[src/rtl/riscv_pkg.sv]
// Shared RV32I encoding types: instruction formats, base opcodes and the
// encoder's sequencing states.
package riscv_pkg;

    typedef enum logic [2:0] {
        FMT_R = 3'd0,
        FMT_I = 3'd1,
        FMT_S = 3'd2,
        FMT_B = 3'd3,
        FMT_U = 3'd4,
        FMT_J = 3'd5
    } fmt_e;

    typedef enum logic [6:0] {
        OP_LUI    = 7'b0110111,
        OP_JAL    = 7'b1101111,
        OP_BRANCH = 7'b1100011,
        OP_STORE  = 7'b0100011,
        OP_IMM    = 7'b0010011,
        OP_REG    = 7'b0110011
    } opcode_e;

    typedef enum logic [1:0] {
        ST_IDLE,
        ST_RUN,
        ST_WRITE,
        ST_DONE
    } state_e;

endpackage

[src/rtl/instr_encoder_if.sv]
// Request and instruction-memory write bundle for the instruction encoder.
// master is the loader/memory side, slave is the encoder.
interface instr_encoder_if #(
    parameter int ADDR_W = 10
);
    logic              req_valid;
    logic              req_ready;
    logic [2:0]        req_fmt;
    logic [6:0]        req_opcode;
    logic [4:0]        req_rd;
    logic [4:0]        req_rs1;
    logic [4:0]        req_rs2;
    logic [2:0]        req_funct3;
    logic [6:0]        req_funct7;
    logic [31:0]       req_imm;
    logic              req_last;

    logic              mem_we;
    logic [ADDR_W-1:0] mem_addr;
    logic [31:0]       mem_wdata;
    logic              mem_ack;

    modport master (
        output req_valid, req_fmt, req_opcode, req_rd, req_rs1, req_rs2,
               req_funct3, req_funct7, req_imm, req_last, mem_ack,
        input  req_ready, mem_we, mem_addr, mem_wdata
    );

    modport slave (
        input  req_valid, req_fmt, req_opcode, req_rd, req_rs1, req_rs2,
               req_funct3, req_funct7, req_imm, req_last, mem_ack,
        output req_ready, mem_we, mem_addr, mem_wdata
    );
endinterface

[src/rtl/instr_field_pack.sv]
// Combinational RV32I field packer: builds the 32-bit word for one request and
// flags illegal format codes and odd branch/jump offsets.
module instr_field_pack
    import riscv_pkg::*;
(
    input  logic [2:0]  fmt,
    input  logic [6:0]  opcode,
    input  logic [4:0]  rd,
    input  logic [4:0]  rs1,
    input  logic [4:0]  rs2,
    input  logic [2:0]  funct3,
    input  logic [6:0]  funct7,
    input  logic [31:0] imm,
    output logic [31:0] word,
    output logic        illegal,
    output logic        misalign
);

    always_comb begin
        word     = '0;
        illegal  = 1'b0;
        misalign = 1'b0;
        case (fmt)
            FMT_R: word = {funct7, rs2, rs1, funct3, rd, opcode};
            FMT_I: word = {imm[11:0], rs1, funct3, rd, opcode};
            FMT_S: word = {imm[11:5], rs2, rs1, funct3, imm[4:0], opcode};
            FMT_B: begin
                // Bit 0 of a branch offset has no slot; it is dropped and reported.
                word     = {imm[12], imm[10:5], rs2, rs1, funct3, imm[4:1], imm[11], opcode};
                misalign = imm[0];
            end
            FMT_U: word = {imm[31:12], rd, opcode};
            FMT_J: begin
                word     = {imm[20], imm[10:1], imm[11], imm[19:12], rd, opcode};
                misalign = imm[0];
            end
            default: illegal = 1'b1;
        endcase
    end

endmodule

[src/rtl/instr_encoder.sv]
// Sequential RV32I instruction encoder: accepts field-level requests, packs
// them and writes the words to consecutive instruction-memory addresses.
module instr_encoder
    import riscv_pkg::*;
#(
    parameter int          ADDR_W    = 10,
    parameter int unsigned BASE_ADDR = 0
) (
    input  logic              clk,
    input  logic              rst_n,
    input  logic              start,
    instr_encoder_if.slave    bus,
    output logic              done,
    output logic              err,
    output logic [ADDR_W:0]   count
);

    localparam logic [ADDR_W-1:0] BASE = ADDR_W'(BASE_ADDR);

    state_e            state_q, state_d;
    logic              req_ready_q, req_ready_d;
    logic              mem_we_q, mem_we_d;
    logic              done_q, done_d;
    logic              err_q, err_d;
    logic              last_q, last_d;
    logic [ADDR_W-1:0] addr_q, addr_d;
    logic [31:0]       wdata_q, wdata_d;
    logic [ADDR_W:0]   count_q, count_d;

    logic [31:0]       pack_word;
    logic              pack_illegal;
    logic              pack_misalign;

    instr_field_pack u_pack (
        .fmt      (bus.req_fmt),
        .opcode   (bus.req_opcode),
        .rd       (bus.req_rd),
        .rs1      (bus.req_rs1),
        .rs2      (bus.req_rs2),
        .funct3   (bus.req_funct3),
        .funct7   (bus.req_funct7),
        .imm      (bus.req_imm),
        .word     (pack_word),
        .illegal  (pack_illegal),
        .misalign (pack_misalign)
    );

    always_comb begin
        state_d = state_q;
        err_d   = err_q;
        last_d  = last_q;
        addr_d  = addr_q;
        wdata_d = wdata_q;
        count_d = count_q;
        case (state_q)
            ST_IDLE: begin
                if (start) begin
                    state_d = ST_RUN;
                    addr_d  = BASE;
                    count_d = '0;
                    err_d   = 1'b0;
                end
            end
            // req_ready is high exactly while in RUN, so req_valid alone is the handshake.
            ST_RUN: begin
                if (bus.req_valid) begin
                    if (pack_illegal) begin
                        err_d = 1'b1;
                        if (bus.req_last) begin
                            state_d = ST_DONE;
                        end
                    end else begin
                        wdata_d = pack_word;
                        last_d  = bus.req_last;
                        state_d = ST_WRITE;
                        if (pack_misalign) begin
                            err_d = 1'b1;
                        end
                    end
                end
            end
            ST_WRITE: begin
                if (bus.mem_ack) begin
                    addr_d  = addr_q + 1'b1;
                    count_d = count_q + 1'b1;
                    if (&addr_q) begin
                        err_d = 1'b1;
                    end
                    state_d = last_q ? ST_DONE : ST_RUN;
                end
            end
            ST_DONE: state_d = ST_IDLE;
            default: state_d = ST_IDLE;
        endcase

        // Outputs are registered from the next state so they line up with it.
        req_ready_d = (state_d == ST_RUN);
        mem_we_d    = (state_d == ST_WRITE);
        done_d      = (state_d == ST_DONE);
    end

    always_ff @(posedge clk or negedge rst_n) begin
        if (!rst_n) begin
            state_q     <= ST_IDLE;
            req_ready_q <= 1'b0;
            mem_we_q    <= 1'b0;
            done_q      <= 1'b0;
            err_q       <= 1'b0;
            last_q      <= 1'b0;
            addr_q      <= BASE;
            wdata_q     <= '0;
            count_q     <= '0;
        end else begin
            state_q     <= state_d;
            req_ready_q <= req_ready_d;
            mem_we_q    <= mem_we_d;
            done_q      <= done_d;
            err_q       <= err_d;
            last_q      <= last_d;
            addr_q      <= addr_d;
            wdata_q     <= wdata_d;
            count_q     <= count_d;
        end
    end

    assign bus.req_ready = req_ready_q;
    assign bus.mem_we    = mem_we_q;
    assign bus.mem_addr  = addr_q;
    assign bus.mem_wdata = wdata_q;
    assign done          = done_q;
    assign err           = err_q;
    assign count         = count_q;

endmodule

[src/flat_wrapper.sv]
// flat-port wrapper written by rule: the top's interface ports become plain ports
module instr_encoder_flat import riscv_pkg::*;
#(
    parameter int          ADDR_W    = 10,
    parameter int unsigned BASE_ADDR = 0
)
  (clk, rst_n, start, done, err, count, bus_req_valid, bus_req_fmt, bus_req_opcode, bus_req_rd, bus_req_rs1, bus_req_rs2, bus_req_funct3, bus_req_funct7, bus_req_imm, bus_req_last, bus_mem_ack, bus_req_ready, bus_mem_we, bus_mem_addr, bus_mem_wdata);
  instr_encoder_if #(.ADDR_W(ADDR_W)) bus_i ();
  input  logic clk;
  input  logic rst_n;
  input  logic start;
  output logic done;
  output logic err;
  output logic [ADDR_W:0] count;
  input wire logic [$bits(bus_i.req_valid)-1:0] bus_req_valid;
  input wire logic [$bits(bus_i.req_fmt)-1:0] bus_req_fmt;
  input wire logic [$bits(bus_i.req_opcode)-1:0] bus_req_opcode;
  input wire logic [$bits(bus_i.req_rd)-1:0] bus_req_rd;
  input wire logic [$bits(bus_i.req_rs1)-1:0] bus_req_rs1;
  input wire logic [$bits(bus_i.req_rs2)-1:0] bus_req_rs2;
  input wire logic [$bits(bus_i.req_funct3)-1:0] bus_req_funct3;
  input wire logic [$bits(bus_i.req_funct7)-1:0] bus_req_funct7;
  input wire logic [$bits(bus_i.req_imm)-1:0] bus_req_imm;
  input wire logic [$bits(bus_i.req_last)-1:0] bus_req_last;
  input wire logic [$bits(bus_i.mem_ack)-1:0] bus_mem_ack;
  output wire logic [$bits(bus_i.req_ready)-1:0] bus_req_ready;
  output wire logic [$bits(bus_i.mem_we)-1:0] bus_mem_we;
  output wire logic [$bits(bus_i.mem_addr)-1:0] bus_mem_addr;
  output wire logic [$bits(bus_i.mem_wdata)-1:0] bus_mem_wdata;
  assign bus_i.req_valid = bus_req_valid;
  assign bus_i.req_fmt = bus_req_fmt;
  assign bus_i.req_opcode = bus_req_opcode;
  assign bus_i.req_rd = bus_req_rd;
  assign bus_i.req_rs1 = bus_req_rs1;
  assign bus_i.req_rs2 = bus_req_rs2;
  assign bus_i.req_funct3 = bus_req_funct3;
  assign bus_i.req_funct7 = bus_req_funct7;
  assign bus_i.req_imm = bus_req_imm;
  assign bus_i.req_last = bus_req_last;
  assign bus_i.mem_ack = bus_mem_ack;
  assign bus_req_ready = bus_i.req_ready;
  assign bus_mem_we = bus_i.mem_we;
  assign bus_mem_addr = bus_i.mem_addr;
  assign bus_mem_wdata = bus_i.mem_wdata;
  instr_encoder #(.ADDR_W(ADDR_W), .BASE_ADDR(BASE_ADDR)) u_core (.clk(clk), .rst_n(rst_n), .start(start), .bus(bus_i), .done(done), .err(err), .count(count));
endmodule
[config.mk]
export PLATFORM = sky130hd
export DESIGN_NAME = instr_encoder_flat
export DESIGN_NICKNAME = d
export VERILOG_FILES = /design/src/rtl/riscv_pkg.sv /design/src/rtl/instr_encoder_if.sv /design/src/rtl/instr_field_pack.sv /design/src/rtl/instr_encoder.sv /design/src/flat_wrapper.sv
export SDC_FILE = /design/constraint.sdc
export NUM_CORES = 1
export LEC_CHECK = 0
export ABC_AREA = 1
export CAP_MARGIN = 30
export CORE_ASPECT_RATIO = 1.75
export CORE_UTILIZATION = 45
export CTS_BUF_LIST = sky130_fd_sc_hd__clkbuf_4 sky130_fd_sc_hd__clkbuf_8
export DETAILED_ROUTE_END_ITERATION = 6
export PLACE_DENSITY_LB_ADDON = 0.3
export SLEW_MARGIN = 20
export SYNTH_ARGS = -nofsm -noshare
export SYNTH_HDL_FRONTEND = slang
export SYNTH_SLANG_ARGS = --single-unit
[constraint.sdc]
create_clock -name clk -period 2.1 [get_ports clk]
set_clock_uncertainty 0.1 [all_clocks]
set_input_delay 0.21 -clock clk [delete_from_list [all_inputs] [get_ports clk]]
set_output_delay 0.21 -clock clk [all_outputs]
set_load 0.02 [all_outputs]
Word level (Yosys, flattened, before mapping)
Index checks and enable logic that the tools add are counted.
{"block": "word_totals", "romBits": 0, "memories": 0, "ram_bits": 0, "latchBits": 0, "output_inout_bits": 57, "inputBits": 73, "wordCells": 59, "regBits": 60}
{"block": "op_classes", "magnitude_cmp": 0, "n_eq_ne": 16, "div": 0, "n_mux": 22, "n_mul": 0, "addsub": 2, "n_shift": 0, "reduce_logical": 10, "n_bitwise": 0}
{"cell": "one-hot mux 32 bit (6 select lines)", "n": 1}
{"cell": "two-way mux 11 bit", "n": 2}
{"cell": "one-hot mux 11 bit (2 select lines)", "n": 1}
{"cell": "two-way mux 10 bit", "n": 2}
{"cell": "one-hot mux 10 bit (2 select lines)", "n": 1}
{"cell": "two-way mux 2 bit", "n": 6}
{"cell": "adder 11 x 1 -> 11 bit, second input constant", "n": 1}
{"cell": "adder 10 x 1 -> 10 bit, second input constant", "n": 1}
{"cell": "AND reduction 10 bit", "n": 1}
{"cell": "equality test 2 bit, second input constant", "n": 4}
{"cell": "one-hot mux 2 bit (4 select lines)", "n": 1}
{"cell": "two-way mux 1 bit", "n": 7}
{"cell": "equality test 3 x 2 -> 1 bit, second input constant", "n": 2}
{"cell": "equality test 3 bit, second input constant", "n": 2}
{"cell": "inequality test 2 bit, second input constant", "n": 3}
{"cell": "AND reduction 3 bit", "n": 2}
{"cell": "AND reduction 6 bit", "n": 1}
{"cell": "OR reduction 6 bit", "n": 1}
{"cell": "equality test 2 x 1 -> 1 bit, second input constant", "n": 2}
{"cell": "equality test 3 x 1 -> 1 bit, second input constant", "n": 1}
{"cell": "logical NOT 3 bit", "n": 1}
{"cell": "inequality test 3 x 2 -> 1 bit, second input constant", "n": 1}
{"cell": "one-hot mux 1 bit (3 select lines)", "n": 1}
{"cell": "nonzero test 3 bit", "n": 1}
{"cell": "4 further kinds", "n": 4}

Longest topological paths before layout
Gate-level depths: netlist (run 1).
{"block": "logic_depth", "ltp_word": 7, "depth_mapped": 10, "ltp_nobuf": 10}

Hierarchy
From an unflattened synthesis (run 1), not the netlist that was laid out.
{"block": "hier_totals", "cells_unflattened": 417, "area_unflattened_um2": 3609.7}
{"mod": "instr_encoder", "instances": 1, "seq_area_each_um2": 1501.4, "area_per_inst_um2": 2964.1, "cells_per_inst": 285}
{"mod": "instr_field_pack", "instances": 1, "seq_area_each_um2": 0.0, "area_per_inst_um2": 645.6, "cells_per_inst": 132}

Worst setup path after synthesis (run 1)
Ideal clock, no wire load.
{"block": "synth_timing", "path_type": "register to register", "startpoint": "reg u_core.state_q[1]", "endpoint": "reg u_core.count_q[0], in the netlist u_core.count[0]", "setup_ns": 0.140, "path_buffers": 1, "period_less_slack_ns": 1.603, "arrival_ns": 1.364, "t_required_ns": 1.860, "setup_slack_ns": 0.497, "path_stages_with_launch": 10, "cell_sequence": "dfrtp_1 inv_1 ha_1 nand2_1 nand2_1 nor2_4 inv_1 buf_2 nand2_1 o21ai_0"}
{"block": "synth_between", "elab_chain_len": 3, "word_cells_on_any_way": 7, "cone_classes": "eq/ne (3); mux (1); reduce/logical (3)"}
{"item": "start: declaration", "line": "instr_encoder.sv:20", "text": "state_e state_q, state_d;"}
{"item": "start signal: assignment", "line": "instr_encoder.sv:114", "text": "state_q <= state_d;"}
{"item": "equality test 2 bit or logical NOT 2 bit (tied branches)", "line": "instr_encoder.sv:55", "text": "case (state_q)"}
{"item": "inequality test 2 bit (no source line) or nonzero test 2 bit (tied branches)"}
{"item": "AND reduction 3 bit (no source line)"}
{"item": "end signal: assignment", "line": "instr_encoder.sv:122", "text": "count_q <= count_d;"}
{"item": "end: declaration", "line": "instr_encoder.sv:28", "text": "logic [ADDR_W:0] count_q, count_d;"}
Several ways; a longest one is shown, not always the timed one.
A chain may end at the register's enable or synchronous reset.

Final worst setup path (run 1)
{"block": "layout_timing", "startpoint": "reg u_core.state_q[1]", "endpoint": "reg u_core.count_q[2], in the netlist u_core.count[2]"}
The elaborated chain is that of the path after synthesis.

==> metrics, run 1 <==
outcome=completed; Starting Density=46.9%; TNS Setup=0 ns; Buf/Inv on CP=2; diodes inserted=0; fmax=0.539 GHz; placed cell area=4810 um^2; Peak VDD IR=648 uV; I/O Buffers=129; Area Overhead vs Synth=48.1%; syn nets=535; max-capacitance violation count=0; CP delay by family, top=buffers and inverters; final core utilization=69.5%; HPWL after DPL=7.44 mm; Critical Path RT=2.26 ns; Worst setup SP type=flop; row cnt=41; critical path class=reg -> reg; CTS clk-pin slew, worst paths=0.07 ns; CP Launch Point=u_core.state_q[1]; pwr dens=1100 nW/um^2; Worst-Skew Late Latency=0.34 ns; slowest stage delay, CP=0.42 ns; htree depth=3; DIE WIDTH=67.7 um; sequential fraction of the synthesis area=44.2%; first-pass GRT wire length=15.4 mm; initial antenna violation count=0; Syn Area/Cell=7.43 um^2; average wire per standard cell=13.9 um; TritonCTS clock tree=done; Worst R2R Start=u_core.state_q[1]; commonest cells after routing, fill and taps aside=nand2_1 (178), clkdlybuf4s50_1 (128), dfrtp_1 (60); core area=7230 um^2; Detail Route Antenna Nets=0; Placer Congestion=0.852; Max FO, Critical Path=12; Cells after Synth=457; Slowest-stage cell, CP=dfrtp_1; clk sinks=60; Synth Register Bits=60; DRT iter0 DRCs=184; Via density=5.26; yosys warns=0; hold bufs inserted after CTS=1; actual transition at the worst max-transition pin=0.468 ns; nets=672; Slew HR=68.8%; reg2reg path depth=8; Overall Global Routing Usage=26.0%; top cells by area, synth=dfrtp_1 (44%), nand2_1 (20%), nand3_1 (5.2%); Synth cell types=30; count of final hold-check violations=0; critical path cell sequence=inv_1 -> ha_1 -> nand2_1 -> nand2_1 -> nor2_4 -> inv_1 -> a21oi_1 -> a21oi_1; Max Slew Vio Count=0; Design Area, Final=5030 um^2; vias in the first global route=3587; GR Overflow Total=0; Period minus WS final=1.86 ns; # IOs=130; DRC errors left=0; overall routed net length=9.50 mm; # Post-CTS Setup Buffers=0; post-synthesis cell area=3390 um^2; Die Area=7910 um^2; final setup violation count=0; RSZ-0062 raised after global routing=false; largest area contributor in the netlist=dfrtp_1; drt pass-1 iters=4; height of the die=117 um; Num CTS Buffers=9; Reg-to-Reg End=u_core.count[2]; largest net degree at the start of global routing=29; Hold WC Path Type=in -> async; Via Count=3595; Post-CTS Resized=0; clk root buf=clkbuf_8; layout cells sized above 1=7.02%; FF-to-FF setup slack=0.24 ns; Worst Setup End Kind=flop; Pleak=0.00237 uW; Tcrit/Tclk final=88.4%; Yosys top cell area share=44.2%; most common cell after layout, fill and taps aside=nand2_1; deepest clock path buffer count=2; worst endpoint data arrival time=2.01 ns
-- synthesized netlist by cell type, drive strengths merged --
cell type,number
o22a,5
buf,13
nand3b,2
inv,47
nor3,2
o21a,6
a22o,8
or2,2
o21ai,22
nand4,25
nand2,181
clkbuf,2
nand3,36
dfrtp,60
ha,5
xor2,2
a21oi,8
o21bai,1
nor2,30
-- through the flow --
step,power [uW],std cells,worst slack [ns],hold slack [ns]
after floorplan,3190,457,0.497,-0.186
after global placement,4340,668,0.246,0.0817
after detailed placement,4400,668,0.197,0.0885
after CTS,5550,684,0.252,0.255
after global routing,5840,684,0.0548,0.293
final,5510,684,0.243,0.247
-- final cells by class --
| type | instances | area [um^2] |
|---|---|---|
| clock buffer | 10 | 131 |
| clock inverter | 5 | 77.6 |
| fill | 605 | 2210 |
| inverter | 47 | 176 |
| multi-input combinational | 335 | 1630 |
| sequential | 60 | 1500 |
| tap | 86 | 108 |
| timing repair buffer | 141 | 1400 |
-- where the power goes --
group          total, uW  switching (uW)  internal, uW
clock               1140             471           671
sequential          1810             268          1540
combinational       2570            1400          1160
total               5510            2140          3370
-- worst max-delay path by stage --
stage / slack [ns] / depth (start not counted) / to
after floorplan: 0.50 / 9 / u_core.count[0]
after global placement: 0.25 / 7 / u_core.bus.mem_wdata[7]
after detailed placement: 0.20 / 7 / u_core.bus.mem_wdata[27]
after CTS: 0.25 / 8 / u_core.count[2]
after global routing: 0.05 / 8 / u_core.count[2]
final: 0.24 / 8 / u_core.count[2]
-- per-layer routing --
| metal | wire (um) | part of all wire [%] | track usage (%) | vias to the layer above |
|---|---|---|---|---|
| li1 | - | - | - | 1755 |
| met5 | 0 | 0 | 0 | - |
| met1 | 3470 | 37 | 25.7 | 1701 |
| met4 | 267 | 2.8 | 12.6 | 0 |
| met2 | 5270 | 55 | 48.6 | 119 |
| met3 | 493 | 5.2 | 6.01 | 20 |
-- cells by family (layout without fill, tap and decap cells) --
logic type / after synthesis / count (layout) / share of synthesized area (%)
AO/OA/AOI/OAI: 50 / 50 / 9.44
buffers and inverters: 62 / 203 / 7.78
flip-flops: 60 / 60 / 44.2
XOR/XNOR: 2 / 2 / 0.516
adder cells (fa/ha/maj): 5 / 5 / 1.84
AND/OR/NAND/NOR: 278 / 278 / 36.2
-- worst reg2reg max path, cell delays in order (launching register included) --
cell,delay (ns)
dfrtp_1,0.42
inv_1,0.16
ha_1,0.26
nand2_1,0.11
nand2_1,0.18
nor2_4,0.06
inv_1,0.27
a21oi_1,0.08
a21oi_1,0.15
-- sequential cells by signal, indices dropped and copies added (netlist names) --
name,flops
u_core.bus.mem_we,1
u_core.bus.mem_addr,10
u_core.count,11
u_core.bus.req_ready,1
u_core.bus.mem_wdata,32
u_core.done,1
u_core.last_q,1
u_core.state_q,2
u_core.err,1
(Power assumes the default switching activity.)
==> run 2, diff against run 1 <==
--- a/config.mk
+++ b/config.mk
@@ -8,11 +8,11 @@
 export ABC_AREA = 1
 export CAP_MARGIN = 30
 export CORE_ASPECT_RATIO = 1.75
+export CORE_MARGIN = 4
 export CORE_UTILIZATION = 45
 export CTS_BUF_LIST = sky130_fd_sc_hd__clkbuf_4 sky130_fd_sc_hd__clkbuf_8
 export DETAILED_ROUTE_END_ITERATION = 6
 export PLACE_DENSITY_LB_ADDON = 0.3
-export SLEW_MARGIN = 20
 export SYNTH_ARGS = -nofsm -noshare
 export SYNTH_HDL_FRONTEND = slang
 export SYNTH_SLANG_ARGS = --single-unit
==> metrics, run 2 (synthesis results as in run 1) <==
Sequential Area=1500 um^2 (unchanged); Placer Congestion=0.850 (-0.32%); grt met2 use=42.2% (-6.5 points); actual transition at the worst max-transition pin=0.376 ns (-0.0928 ns); pwr dens=1110 nW/um^2 (+1.0%); Tcrit/Tclk final=88.0% (-0.44 points); Max FO, Critical Path=9 (-3); DRT iter0 DRCs=192 (+4.3%); non-filler cells, final=684 (unchanged); Period minus WS final=1.85 ns (-0.00923 ns); hold bufs inserted after CTS=1 (unchanged); busiest grt layer=met2; Filler Cells Inserted=612 (+1.2%); DP Cell Count=668 (unchanged); number of flip-flops under the largest register name=32 (unchanged); outcome=completed; placed cell area=4800 um^2 (-0.26%); met1 Use GR=24.2% (-1.4 points); I/O Buffers=129 (unchanged); clk root buf=clkbuf_8; drt pass-1 iters=4 (unchanged); clk sinks=60 (unchanged); Starting Density=46.6% (-0.33 points); DIE WIDTH=73.7 um (+8.9%); Critical Path RT=2.24 ns (-0.02 ns); Slew HR=74.9% (+6.2 points); RSZ-0062 raised after global routing=false; WHS Path Cells=3; TritonCTS clock tree=done; most common cell after layout, fill and taps aside=nand2_1; GR Overflow Total=0 (unchanged); final setup violation count=0 (unchanged); HPWL after DPL=7.61 mm (+2.4%); commonest cells after routing, fill and taps aside=nand2_1 (178), clkdlybuf4s50_1 (128), dfrtp_1 (60); DRC errors left=0 (unchanged); Design Area, Final=5020 um^2 (about the same); Num CTS Buffers=9 (unchanged); TNS Setup=0 ns (unchanged); Max Slew Vio Count=0 (unchanged); Die Area=9050 um^2 (+14%); overall routed net length=9.88 mm (+4.0%); nets=672 (unchanged); Worst setup SP type=flop; critical path class=reg -> reg; row cnt=41 (unchanged); layout cells sized above 1=7.02% (unchanged); Via Count=3634 (+1.1%); Post-CTS Resized=0 (unchanged); vias in the first global route=3579 (-0.22%); area of the multi-input gates=1630 um^2 (unchanged); height of the die=123 um (+5.1%); largest net degree at the start of global routing=61 (+110%); count of final hold-check violations=0 (unchanged); # IOs=130 (unchanged); final hold slack=0.294 ns (+0.0469 ns); Overall Global Routing Usage=23.1% (-2.9 points); Peak VDD IR=750 uV (+16%); worst endpoint data arrival time=1.99 ns (-0.02 ns); fmax=0.541 GHz (+0.50%); Area Overhead vs Synth=48.0% (about the same); # Post-CTS Setup Buffers=0 (unchanged); reg2reg path depth=9 (+1); Hold WC Path Type=in -> reg; Worst Setup End Kind=flop; max-capacitance violation count=0 (unchanged); CTS clk-pin slew, worst paths=0.07 ns (about the same); met3 GRT Util=6.35% (+0.34 points); initial antenna violation count=0 (unchanged); first-pass GRT wire length=16.3 mm (+5.3%); diodes inserted=0 (unchanged); deepest clock path buffer count=2 (unchanged); Worst-Skew Late Latency=0.35 ns (about the same); Detail Route Antenna Nets=0 (unchanged); Pleak=0.00237 uW (+0.20%); core area=7280 um^2 (+0.71%); average wire per standard cell=14.4 um (+4.0%); htree depth=3 (unchanged); Via density=5.31 (+1.1%)
==> run 2: power by group <==
| part | internal, uW | switching [uW] |
|---|---|---|
| clock network | 707 | 467 |
| registers | 1540 | 272 |
| logic | 1160 | 1420 |
==> run 2: metal layers <==
layer,wire length [um],part of all wire (%)
met2,5610,57
met3,684,6.9
met4,187,1.9
met1,3400,34
met5,0,0
==> run 2: area by class of cell <==
| class | count | area share, % |
|---|---|---|
| repair buffers | 141 | 27.7 |
| well taps | 86 | 2.14 |
| flip-flops and latches | 60 | 29.9 |
| clock inverters | 4 | 1.47 |
| multi-input cells | 335 | 32.4 |
| inverters | 47 | 3.51 |
| clock buffers | 11 | 2.89 |
==> run 2: final timing paths <==
path / from / to / slack, ns
max in group asynchronous: rst_n / u_core.count[5] / 1.33
worst max register to register: u_core.state_q[1] / u_core.bus.mem_addr[2] / 0.25
worst min-delay path: bus_req_opcode[6] / u_core.bus.mem_wdata[6] / 0.29
worst max-delay path: u_core.state_q[1] / u_core.bus.mem_addr[2] / 0.25
min in group asynchronous: rst_n / u_core.bus.mem_addr[5] / 0.31
worst min register to register: u_core.bus.mem_wdata[6] / u_core.bus.mem_wdata[6] / 0.38
==> run 2: critical path, stage by stage, from the launching register on <==
cell and delay (ns):
dfrtp_1 0.42, inv_1 0.16, ha_1 0.27, nand2_1 0.10
nand2_1 0.17, nor2_4 0.06, buf_4 0.17, nand2_1 0.07
xor2_1 0.16, nor2_1 0.06
==> run 2: through the flow <==
stage	setup slack, ns	utilization [%]	power [uW]
after floorplan	0.497	-	3190
after global placement	0.204	65.8	4360
after detailed placement	0.174	65.8	4420
after CTS	0.242	69.0	5620
after global routing	0.0807	69.0	5910
final	0.252	69.0	5560
